<file path="src/rtl/iserdes_1_to_4_align.sv">
// ---------------------------------------------------------------------------
// iserdes_1_to_4_align
//
// Receive-side deserializer with training-word alignment. One serial bit is
// taken on every rising CLK edge with EN=1 and assembled into WIDTH-bit words,
// earliest bit in Q[0]. The word boundary is found by slipping one bit at a
// time until PATTERN is seen on MATCH_WORDS consecutive words.
//
// Parameters
//   WIDTH        word width in bits, legal 3..10
//   PATTERN      training word as it should appear on Q once aligned
//   MATCH_WORDS  consecutive matching words needed to declare lock, 1..15
//
// Ports
//   CLK          clock, all state changes on the rising edge
//   RST          asynchronous active-low reset
//   D            serial data in
//   EN           sample enable; 0 freezes shifting, counting and slipping
//   ALIGN_START  one-cycle pulse that (re)starts the alignment hunt
//   Q            registered parallel word, Q[0] = earliest bit
//   DATA_VALID   one-cycle pulse in the cycle Q carries a new word
//   ALIGNED      high while locked
//   ALIGN_FAIL   high after every bit offset was tried without success
//   SLIP_COUNT   slips issued since the last ALIGN_START, saturates at WIDTH
// ---------------------------------------------------------------------------
module iserdes_1_to_4_align #(
    parameter int unsigned      WIDTH       = 4,
    parameter logic [WIDTH-1:0] PATTERN     = WIDTH'(4'b0011),
    parameter int unsigned      MATCH_WORDS = 4
) (
    input  logic                   CLK,
    input  logic                   RST,
    input  logic                   D,
    input  logic                   EN,
    input  logic                   ALIGN_START,
    output logic [WIDTH-1:0]       Q,
    output logic                   DATA_VALID,
    output logic                   ALIGNED,
    output logic                   ALIGN_FAIL,
    output logic [$clog2(WIDTH):0] SLIP_COUNT
);

    localparam int unsigned CntW = $clog2(WIDTH);
    localparam int unsigned SlpW = CntW + 1;
    localparam int unsigned MchW = $clog2(MATCH_WORDS + 1);

    localparam logic [CntW-1:0] CntLast   = CntW'(WIDTH - 1);
    localparam logic [SlpW-1:0] SlipMax   = SlpW'(WIDTH);
    localparam logic [MchW-1:0] MatchLast = MchW'(MATCH_WORDS - 1);

    localparam logic [2:0] StIdle    = 3'd0;
    localparam logic [2:0] StHunt    = 3'd1;
    localparam logic [2:0] StSlip    = 3'd2;
    localparam logic [2:0] StDiscard = 3'd3;
    localparam logic [2:0] StLocked  = 3'd4;
    localparam logic [2:0] StFail    = 3'd5;

    // Only the WIDTH-1 most recent bits are kept; the newest bit comes
    // straight from D when a word is captured, so the oldest stage of a full
    // WIDTH-bit shift register would never be read.
    logic [WIDTH-2:0] hist;
    logic [WIDTH-1:0] shifted;
    logic [CntW-1:0]  cnt;

    logic [2:0]       state;
    logic [2:0]       state_next;
    logic [MchW-1:0]  match_cnt;
    logic [MchW-1:0]  match_next;
    logic [SlpW-1:0]  slip_next;

    logic             slip;
    logic             word_done;

    assign shifted = {D, hist};

    // A slip is issued on the first enabled cycle spent in SLIP. ALIGN_START
    // cancels it. Holding cnt for that one cycle pushes the boundary one bit
    // later; if it lands on the word-complete cycle, that word is deferred.
    assign slip      = EN && (state == StSlip) && !ALIGN_START;
    assign word_done = EN && (cnt == CntLast) && !slip;

    // -----------------------------------------------------------------------
    // Datapath: shift register, bit counter, output word and valid strobe
    // -----------------------------------------------------------------------
    always_ff @(posedge CLK or negedge RST) begin
        if (!RST) begin
            hist       <= '0;
            cnt        <= '0;
            Q          <= '0;
            DATA_VALID <= 1'b0;
        end else begin
            // Updated every cycle so the strobe is a single-cycle pulse even
            // when EN drops right after a word completes.
            DATA_VALID <= word_done;
            if (EN) begin
                hist <= shifted[WIDTH-1:1];
                if (!slip) begin
                    cnt <= (cnt == CntLast) ? '0 : cnt + 1'b1;
                end
            end
            if (word_done) begin
                Q <= shifted;
            end
        end
    end

    // -----------------------------------------------------------------------
    // Alignment FSM
    // -----------------------------------------------------------------------
    // Words are judged in the cycle DATA_VALID is high, whatever EN is doing
    // then, so an EN gap right after a word never loses its evaluation.
    always_comb begin
        state_next = state;
        match_next = match_cnt;
        slip_next  = SLIP_COUNT;

        if (ALIGN_START) begin
            // Overrides everything, including a word presented this cycle.
            state_next = StHunt;
            match_next = '0;
            slip_next  = '0;
        end else begin
            case (state)
                StHunt: begin
                    if (DATA_VALID) begin
                        if (Q == PATTERN) begin
                            match_next = match_cnt + 1'b1;
                            if (match_cnt == MatchLast) begin
                                state_next = StLocked;
                            end
                        end else if (SLIP_COUNT < SlipMax) begin
                            match_next = '0;
                            state_next = StSlip;
                        end else begin
                            state_next = StFail;
                        end
                    end
                end
                StSlip: begin
                    if (EN) begin
                        slip_next  = (SLIP_COUNT == SlipMax) ? SLIP_COUNT : SLIP_COUNT + 1'b1;
                        state_next = StDiscard;
                    end
                end
                StDiscard: begin
                    // The first word after a slip straddles the old boundary.
                    if (DATA_VALID) begin
                        state_next = StHunt;
                    end
                end
                default: begin
                    // IDLE, LOCKED and FAIL only leave on ALIGN_START.
                end
            endcase
        end
    end

    always_ff @(posedge CLK or negedge RST) begin
        if (!RST) begin
            state      <= StIdle;
            match_cnt  <= '0;
            SLIP_COUNT <= '0;
        end else begin
            state      <= state_next;
            match_cnt  <= match_next;
            SLIP_COUNT <= slip_next;
        end
    end

    assign ALIGNED    = (state == StLocked);
    assign ALIGN_FAIL = (state == StFail);

endmodule

</file>
<file path="config.mk">
export PLATFORM = sky130hd
export DESIGN_NAME = iserdes_1_to_4_align
export DESIGN_NICKNAME = d
export VERILOG_FILES = /design/src/rtl/iserdes_1_to_4_align.sv
export SDC_FILE = /design/constraint.sdc
export NUM_CORES = 1
export LEC_CHECK = 0
export ABC_CLOCK_PERIOD_IN_PS = 4400
export BUFFER_PORTS_ARGS = -buffer_cell sky130_fd_sc_hd__buf_2
export CAP_MARGIN = 0
export CORE_MARGIN = 2
export CORE_UTILIZATION = 45
export DETAILED_ROUTE_END_ITERATION = 6
export GPL_TIMING_DRIVEN = 0
export HOLD_SLACK_MARGIN = 0.08
export MAX_ROUTING_LAYER = met4
export PLACE_DENSITY_LB_ADDON = 0.2
export SYNTH_ARGS = -nofsm -noshare
export SYNTH_HDL_FRONTEND = slang
export SYNTH_SLANG_ARGS = --single-unit
</file>
<file path="constraint.sdc">
create_clock -name CLK -period 4.4 [get_ports CLK]
set_input_delay 0.44 -clock CLK [delete_from_list [all_inputs] [get_ports CLK]]
set_output_delay 0.44 -clock CLK [all_outputs]
set_load 0.005 [all_outputs]
</file>
==> impl_table.tex, run 1 <==
\begin{tabular}{lr}
\hline
Metric & Value \\
\hline
\multicolumn{2}{l}{\textbf{Timing}} \\
Normalized max-slew margin & 66.4\% \\
Setup-failing EPs final & 0 \\
Post-route clock period utilization & 39.6\% \\
Number of slew-limit violations in the final report & 0 \\
Minimum clock period after layout & 1740 ps \\
Total Negative Setup Slacks & 0 ps \\
Count of final hold-check violations & 0 \\
Slew at the pin closest to its max-slew limit & 500 ps \\
Max frequency & 574 MHz \\
Final clock skew & 5.62 ps \\
Unrepaired setup endpoints after global routing & false \\
\multicolumn{2}{l}{\textbf{Yosys}} \\
Proportion of synthesized chip area in sequential cells & 48.1\% \\
Top-area cell type share of the netlist area & 48.1\% \\
Top cells by instance count after synthesis & sky130\_fd\_sc\_hd\_\_dfrtp\_1 (19), sky130\_fd\_sc\_hd\_\_inv\_1 (6), sky130\_fd\_sc\_hd\_\_mux2\_2 (6) \\
Async set-reset flop share out of synthesis & 100\% \\
Net count after synthesis & 96 \\
Count of mapped cells out of synthesis & 86 \\
Cell type with the highest aggregate area in the netlist & sky130\_fd\_sc\_hd\_\_dfrtp\_1 \\
Number of enable-type register cells in the synthesized netlist & 0 \\
Number of register bits inferred by synthesis & 19 \\
Count of cell types in the netlist & 29 \\
Ys flop type & sky130\_fd\_sc\_hd\_\_dfrtp\_1 \\
Number of warnings issued by yosys & 0 \\
Average size of a mapped cell & 11.5 sq um \\
Top cells by area in the synthesized netlist & sky130\_fd\_sc\_hd\_\_dfrtp\_1 (48\%), sky130\_fd\_sc\_hd\_\_mux2\_2 (6.8\%), sky130\_fd\_sc\_hd\_\_ha\_1 (6.3\%) \\
Most used standard cell by instance count after synthesis & sky130\_fd\_sc\_hd\_\_dfrtp\_1 \\
Post-synthesis instance area & 988 sq um \\
\multicolumn{2}{l}{\textbf{Worst setup path}} \\
Top cell family by delay on the critical path & simple AND/OR/NAND/NOR gates \\
Worst-path cell chain & buf\_6, or4b\_1, and3\_1, buf\_6, mux2\_4 \\
Startpoint type of the worst setup path & flip-flop \\
Signal arrival time at the worst endpoint & 1940 ps \\
Delay of the slowest critical-path stage & 490 ps \\
Worst-path fanout max & 10 \\
Cell type of the slowest stage on the worst timing path & sky130\_fd\_sc\_hd\_\_or4b\_1 \\
Critical path capture point type & flip-flop \\
Worst path buffer plus inverter count & 2 \\
Crit path top cell by count & sky130\_fd\_sc\_hd\_\_buf\_6 \\
Required time of the critical path & 4590 ps \\
CP Class & flip-flop to flip-flop \\
\multicolumn{2}{l}{\textbf{Floorplan}} \\
Core Area & 2020 sq um \\
Floorplan die area & 2590 sq um \\
Height of the die & 50.9 microns \\
Overall die width & 50.9 microns \\
Standard-cell rows & 16 \\
Effective utilization at floorplan & 48.9\% \\
Top-Level Pins & 15 \\
\multicolumn{2}{l}{\textbf{Global route}} \\
Total overflow reported by the global router & 0 \\
Initial antenna violation count & 0 \\
Maximum number of pins on one net before global-route repair & 20 \\
Global-route total usage across every layer & 15.7\% \\
Vias in the first global route & 667 \\
Global-route wire length before repair & 2890 microns \\
\multicolumn{2}{l}{\textbf{Clock network}} \\
Deepest clock path buffer count & 2 \\
Clock Root Buffer & sky130\_fd\_sc\_hd\_\_clkbuf\_4 \\
Clock buffers created by TritonCTS & 3 \\
\# clock sinks & 19 \\
Clock latency on the worst-skew pair & 290 ps \\
Post-CTS resize count & 0 \\
Number of buffers inserted to repair setup after CTS & 0 \\
Max H-tree Level & 1 \\
Clock tree from TritonCTS & done \\
Cts-stage hold buffer count & 1 \\
Clock-pin transition on the worst setup and hold timing paths & 110 ps \\
\multicolumn{2}{l}{\textbf{Detailed routing}} \\
DR pass1 iterations & 4 \\
WL per Instance & 13.2 microns \\
Routed wire length & 1740 microns \\
Total via count in the routed design & 698 \\
Antenna-violating nets left & 0 \\
Number of remaining DRC errors & 0 \\
Detailed-route vias per instance & 5.29 \\
Initial DRC Count & 10 \\
\multicolumn{2}{l}{\textbf{Placed design}} \\
Weighted congestion reported at the end of routability-driven placement & 0.829 \\
Half-perimeter wire length after detailed placement & 1340 microns \\
Count of input and output buffers & 14 \\
\multicolumn{2}{l}{\textbf{Power}} \\
Part of the total power dissipated in the clock network & 17.6\% \\
Worst vdd ir & 0.280 mV \\
Proportion of power drawn by flip-flops and latches & 49.9\% \\
Internal power component & 348 uW \\
Combinational share of power & 32.5\% \\
Net load switching power & 153 uW \\
Total chip power & 501 uW \\
Sw Share & 30.6\% \\
Leakage Power & 0.524 nW \\
Total power density per cell area & 443 nW/um\^{}2 \\
\multicolumn{2}{l}{\textbf{Status}} \\
Result of the run & completed \\
\multicolumn{2}{l}{\textbf{Final layout}} \\
Area Growth Syn to Fin & 14.3\% \\
Fraction of layout instances using a drive strength above 1 & 31.4\% \\
Antenna cells & 0 \\
Net count reported at finish & 116 \\
\multicolumn{2}{l}{\textbf{Job}} \\
Number of maximum-capacitance constraint violations & 0 \\
\multicolumn{2}{l}{\textbf{Worst hold path}} \\
Worst Hold Class & input pin to flip-flop \\
\hline
\end{tabular}
## final cells by class
| class | instances | area [sq um] |
|---|---|---|
| clock inverter | 1 | 5.00 |
| inverter | 6 | 22.5 |
| sequential | 19 | 475 |
| buffer | 3 | 26.3 |
| timing repair buffer | 15 | 80.1 |
| multi-input combinational | 58 | 464 |
| tap | 27 | 33.8 |
| clock buffer | 3 | 22.5 |
| fill | 188 | 892 |
## power by group through the flow
stage | Clock [mW] | Combinational [mW] | Sequential [mW]
after floorplan | 0 | 0.117 | 0.248
after global placement | 0 | 0.159 | 0.251
after detailed placement | 0 | 0.165 | 0.253
after CTS | 0.0912 | 0.165 | 0.250
after global routing | 0.0983 | 0.182 | 0.257
final | 0.0881 | 0.163 | 0.250
## kinds of logic after synthesis
| kind of cell | count (synthesis) | share of synthesized area (%) |
|---|---|---|
| AND/OR/NAND/NOR | 28 | 17.7 |
| flip-flops | 19 | 48.1 |
| AO/OA/AOI/OAI | 15 | 10.0 |
| multiplexers | 10 | 12.9 |
| buffers and inverters | 9 | 4.94 |
| adder cells (fa/ha/maj) | 5 | 6.33 |
## routing by layer
metal / vias up / track usage [%] / wire, microns
met5: - / - / 0
met4: 0 / 6.76 / 12
met3: 2 / 2.63 / 42
met2: 6 / 26.8 / 863
met1: 341 / 18.3 / 818
li1: 349 / - / -
## flip-flops by register name (all words and copies together) (netlist names)
register	count
Q	4
DATA_VALID	1
cnt	2
match_cnt	3
hist	3
state	3
SLIP_COUNT	3
## stage by stage
step	hold WS [ps]	instance area (sq um)	instances	utilization (%)	worst slack, ps
6_report	384	1130	132	55.9	2660
5_1_grt	389	1130	132	55.9	2580
4_1_cts	374	1130	132	55.9	2650
3_5_place_dp	403	1090	127	54.0	2530
3_3_place_gp	399	1090	127	54.0	2550
2_1_floorplan	144	988	86	-	2710
## cells in the final DEF (no fill, tap or decap), drive strengths merged
| cell type | Yosys | final |
|---|---|---|
| nor4bb | 2 | 2 |
| a21o | 1 | 1 |
| inv | 6 | 6 |
| or2 | 1 | 1 |
| clkbuf | 1 | 4 |
| nor3b | 1 | 1 |
| dlygate4sd3 | 0 | 1 |
| nand2b | 3 | 3 |
| ha | 5 | 5 |
| or4b | 1 | 1 |
| nand4bb | 1 | 1 |
| nand3b | 1 | 1 |
| o21ba | 1 | 1 |
| and3 | 1 | 1 |
| or4bb | 1 | 1 |
| o21ai | 3 | 3 |
| a21oi | 5 | 5 |
| o32ai | 3 | 3 |
| dfrtp | 19 | 19 |
| mux2 | 10 | 10 |
| o22ai | 1 | 1 |
| or2b | 1 | 1 |
| nor2 | 5 | 5 |
| a21boi | 1 | 1 |
| nor3 | 2 | 2 |
| buf | 2 | 16 |
| and3b | 1 | 1 |
| nand3 | 4 | 4 |
| nand2 | 3 | 3 |
| clkinv | 0 | 1 |
## final timing paths
| check | from | to | slack, ps | cells past startpoint |
|---|---|---|---|---|
| max | state[0]$_DFFE_PN0P_ | Q[3]$_DFFE_PN0P_ | 2660 | 5 |
| min | D | Q[3]$_DFFE_PN0P_ | 380 | 2 |
| max reg2reg | state[0]$_DFFE_PN0P_ | Q[3]$_DFFE_PN0P_ | 2660 | 5 |
| min reg2reg | hist[0]$_DFFE_PN0P_ | Q[0]$_DFFE_PN0P_ | 510 | 1 |
| max in group asynchronous | RST | state[0]$_DFFE_PN0P_ | 3520 | 2 |
| min in group asynchronous | RST | cnt[1]$_DFFE_PN0P_ | 590 | 2 |
Power figures use the tool's default switching activity.
==> inputs of run 2 (changes only) <==
- ABC_CLOCK_PERIOD_IN_PS: 4400 -> 1570
- clock period: 4.4 -> 1.57 ns (I/O delays scaled with it)
==> run 2 against run 1 <==
  * Die area stayed put
  * Core utilization is 1.1 points higher
  * Combinational power grew to 2.8 times the previous value
  * Clock power grew to 2.8 times the previous value
  * Final area is 1.9% higher
  * Register-to-register slack worse by 2600 ps
  * Highest routed layer unchanged
==> impl_table.tex, run 2 (synthesized netlist as in run 1, its figures left out) <==
\begin{tabular}{lr}
\hline
Metric & Value \\
\hline
\multicolumn{2}{l}{\textbf{Power}} \\
Combinational share of power & 32.5\% (about the same) \\
Net load switching power & 424 uW (+180\%) \\
Internal power component & 984 uW (+180\%) \\
Total power density per cell area & 1220 nW/um\^{}2 (+180\%) \\
Worst vdd ir & 0.688 mV (+150\%) \\
Proportion of power drawn by flip-flops and latches & 50.2\% (+0.3 points) \\
Part of the total power dissipated in the clock network & 17.2\% (-0.4 points) \\
Sw Share & 30.1\% (-0.44 points) \\
Leakage Power & 0.527 nW (+0.50\%) \\
\multicolumn{2}{l}{\textbf{Final layout}} \\
Area Growth Syn to Fin & 16.5\% \\
Most flops, register & Q \\
Net count reported at finish & 117 (+0.86\%) \\
Most frequent standard cell in the layout excluding fill and tap cells & sky130\_fd\_sc\_hd\_\_dfrtp\_1 \\
Max FFs per register & 4 (unchanged) \\
Register Area & 478 sq um (+0.53\%) \\
Fraction of layout instances using a drive strength above 1 & 37.7\% (+6.3 points) \\
Fill cells & 180 (-4.3\%) \\
Area occupied by multi-input gates & 483 sq um (+4.0\%) \\
Antenna cells & 0 (unchanged) \\
Most frequent cells in the layout & sky130\_fd\_sc\_hd\_\_dfrtp\_1 (17), sky130\_fd\_sc\_hd\_\_buf\_2 (14), sky130\_fd\_sc\_hd\_\_inv\_1 (6), sky130\_fd\_sc\_hd\_\_mux2\_2 (6) \\
\multicolumn{2}{l}{\textbf{Timing}} \\
Normalized max-slew margin & 72.2\% (+5.8 points) \\
Minimum clock period after layout & 1560 ps (-182 ps) \\
Setup-failing EPs final & 0 (unchanged) \\
Count of final hold-check violations & 0 (unchanged) \\
Total Negative Setup Slacks & 0 ps (unchanged) \\
Slew at the pin closest to its max-slew limit & 411 ps (-88.6 ps) \\
Max frequency & 641 MHz (+12\%) \\
Number of slew-limit violations in the final report & 0 (unchanged) \\
Worst Slack Setup Final & 9.38 ps (-2650 ps) \\
Final clock skew & 2.89 ps (-2.73 ps) \\
Post-route clock period utilization & 99.4\% (+60 points) \\
Unrepaired setup endpoints after global routing & true \\
\multicolumn{2}{l}{\textbf{Detailed routing}} \\
DR pass1 iterations & 4 (unchanged) \\
Routed wire length & 1740 microns (+0.17\%) \\
Detailed-route vias per instance & 5.28 (-0.18\%) \\
Total via count in the routed design & 702 (+0.57\%) \\
Initial DRC Count & 5 (-5) \\
Antenna-violating nets left & 0 (unchanged) \\
WL per Instance & 13.1 microns (-0.58\%) \\
Number of remaining DRC errors & 0 (unchanged) \\
\multicolumn{2}{l}{\textbf{Worst setup path}} \\
Startpoint type of the worst setup path & flip-flop \\
Delay of the slowest critical-path stage & 530 ps (+40 ps) \\
Worst-path cell chain & or4b\_4, and3\_4, mux2\_4 \\
Register-to-register path setup slack & 9 ps (-2650 ps) \\
CP Class & flip-flop to flip-flop \\
Signal arrival time at the worst endpoint & 1750 ps (-190 ps) \\
Critical path capture point type & flip-flop \\
Worst-path fanout max & 5 (-5) \\
Cell type of the slowest stage on the worst timing path & sky130\_fd\_sc\_hd\_\_or4b\_4 \\
Required time of the critical path & 1760 ps (-2830 ps) \\
\multicolumn{2}{l}{\textbf{Status}} \\
Result of the run & completed \\
\multicolumn{2}{l}{\textbf{Floorplan}} \\
Height of the die & 50.9 microns (unchanged) \\
Standard-cell rows & 16 (unchanged) \\
Core Area & 2020 sq um (unchanged) \\
Floorplan die area & 2590 sq um (unchanged) \\
Top-Level Pins & 15 (unchanged) \\
Effective utilization at floorplan & 48.9\% (unchanged) \\
Overall die width & 50.9 microns (unchanged) \\
\multicolumn{2}{l}{\textbf{Placed design}} \\
Half-perimeter wire length after detailed placement & 1300 microns (-3.4\%) \\
Count of input and output buffers & 14 (unchanged) \\
Weighted congestion reported at the end of routability-driven placement & 0.783 (-5.6\%) \\
Pre-CTS setup slack & -130 ps (-2660 ps) \\
\multicolumn{2}{l}{\textbf{Clock network}} \\
Max H-tree Level & 1 (unchanged) \\
Clock buffers created by TritonCTS & 3 (unchanged) \\
Clock-pin transition on the worst setup and hold timing paths & 110 ps (about the same) \\
Clock tree from TritonCTS & done \\
Deepest clock path buffer count & 2 (unchanged) \\
Clock latency on the worst-skew pair & 290 ps (about the same) \\
Clock Root Buffer & sky130\_fd\_sc\_hd\_\_clkbuf\_4 \\
\# clock sinks & 19 (unchanged) \\
\multicolumn{2}{l}{\textbf{Global route}} \\
Maximum number of pins on one net before global-route repair & 20 (unchanged) \\
Vias in the first global route & 688 (+3.1\%) \\
Global-route total usage across every layer & 16.2\% (+0.54 points) \\
Initial antenna violation count & 0 (unchanged) \\
Total overflow reported by the global router & 0 (unchanged) \\
Global-route wire length before repair & 3000 microns (+3.8\%) \\
\multicolumn{2}{l}{\textbf{Worst hold path}} \\
Worst Hold Class & input pin to flip-flop \\
\multicolumn{2}{l}{\textbf{Job}} \\
Number of maximum-capacitance constraint violations & 0 (unchanged) \\
\hline
\end{tabular}
[run 2: changes by cell type in the layout (fill, tap and decap cells not counted), sizes merged]
| cell | before | now |
|---|---|---|
| buf | 16 | 17 |
[run 2: metal layers]
| layer | routed length [microns] | share of wire [%] | track usage [%] |
|---|---|---|---|
| met3 | 48 | 2.8 | 3.51 |
| met5 | 0 | 0 | - |
| met2 | 837 | 48 | 25.4 |
| met1 | 842 | 48 | 20.5 |
| met4 | 12 | 0.69 | 6.76 |
[run 2: final cells by class]
type                       instances  area share, %
multi-input combinational         58           42.0
buffer                             1          0.326
inverter                           6           1.96
clock buffer                       3           1.96
timing repair buffer              18           8.91
sequential                        19           41.5
clock inverter                     1          0.435
tap                               27           2.93
[run 2: timing repair]
item	in CTS	in global routing
resized for setup	3	4
endpoints found under the hold margin	19	0
hold buffers	1	0
setup endpoints to repair	8	10
gates cloned	0	0
pin swaps	1	0
setup buffers	2	1
[run 2: path summary, 6_finish.rpt]
| kind | start | end | cells after the start |
|---|---|---|---|
| max | state[2]$_DFFE_PN0P_ | Q[3]$_DFFE_PN0P_ | 3 |
| min | D | Q[3]$_DFFE_PN0P_ | 2 |
| max reg2reg | state[2]$_DFFE_PN0P_ | Q[3]$_DFFE_PN0P_ | 3 |
| min reg2reg | hist[0]$_DFFE_PN0P_ | Q[0]$_DFFE_PN0P_ | 1 |
| max in group asynchronous | RST | state[0]$_DFFE_PN0P_ | 2 |
| min in group asynchronous | RST | cnt[0]$_DFFE_PN0P_ | 2 |
[run 2: worst max-delay path: cells and delay by family (launching register included)]
family	cells	cell delay (ps)
DFF	1	440
muxes	1	290
and+or+nand+nor	2	730
[run 2: stage by stage]
step / hold slack [ps] / cell area [sq um] / std cells / power (mW) / util (%)
after CTS: 98.4 / 1140 / 133 / 1.43 / 56.5
after global placement: 115 / 1090 / 127 / 1.15 / 54.0
after floorplan: -139 / 988 / 86 / 1.02 / -
after global routing: 97.5 / 1150 / 133 / 1.53 / 56.9
final: 105 / 1150 / 133 / 1.41 / 56.9
after detailed placement: 116 / 1090 / 127 / 1.16 / 54.0
[run 2: power groups by stage]
| stage | Sequential (mW) | Combinational (mW) | Clock, mW |
|---|---|---|---|
| after global placement | 0.702 | 0.445 | 0 |
| final | 0.707 | 0.458 | 0.243 |
| after global routing | 0.730 | 0.510 | 0.286 |
| after detailed placement | 0.707 | 0.455 | 0 |
| after floorplan | 0.694 | 0.328 | 0 |
| after CTS | 0.696 | 0.475 | 0.254 |
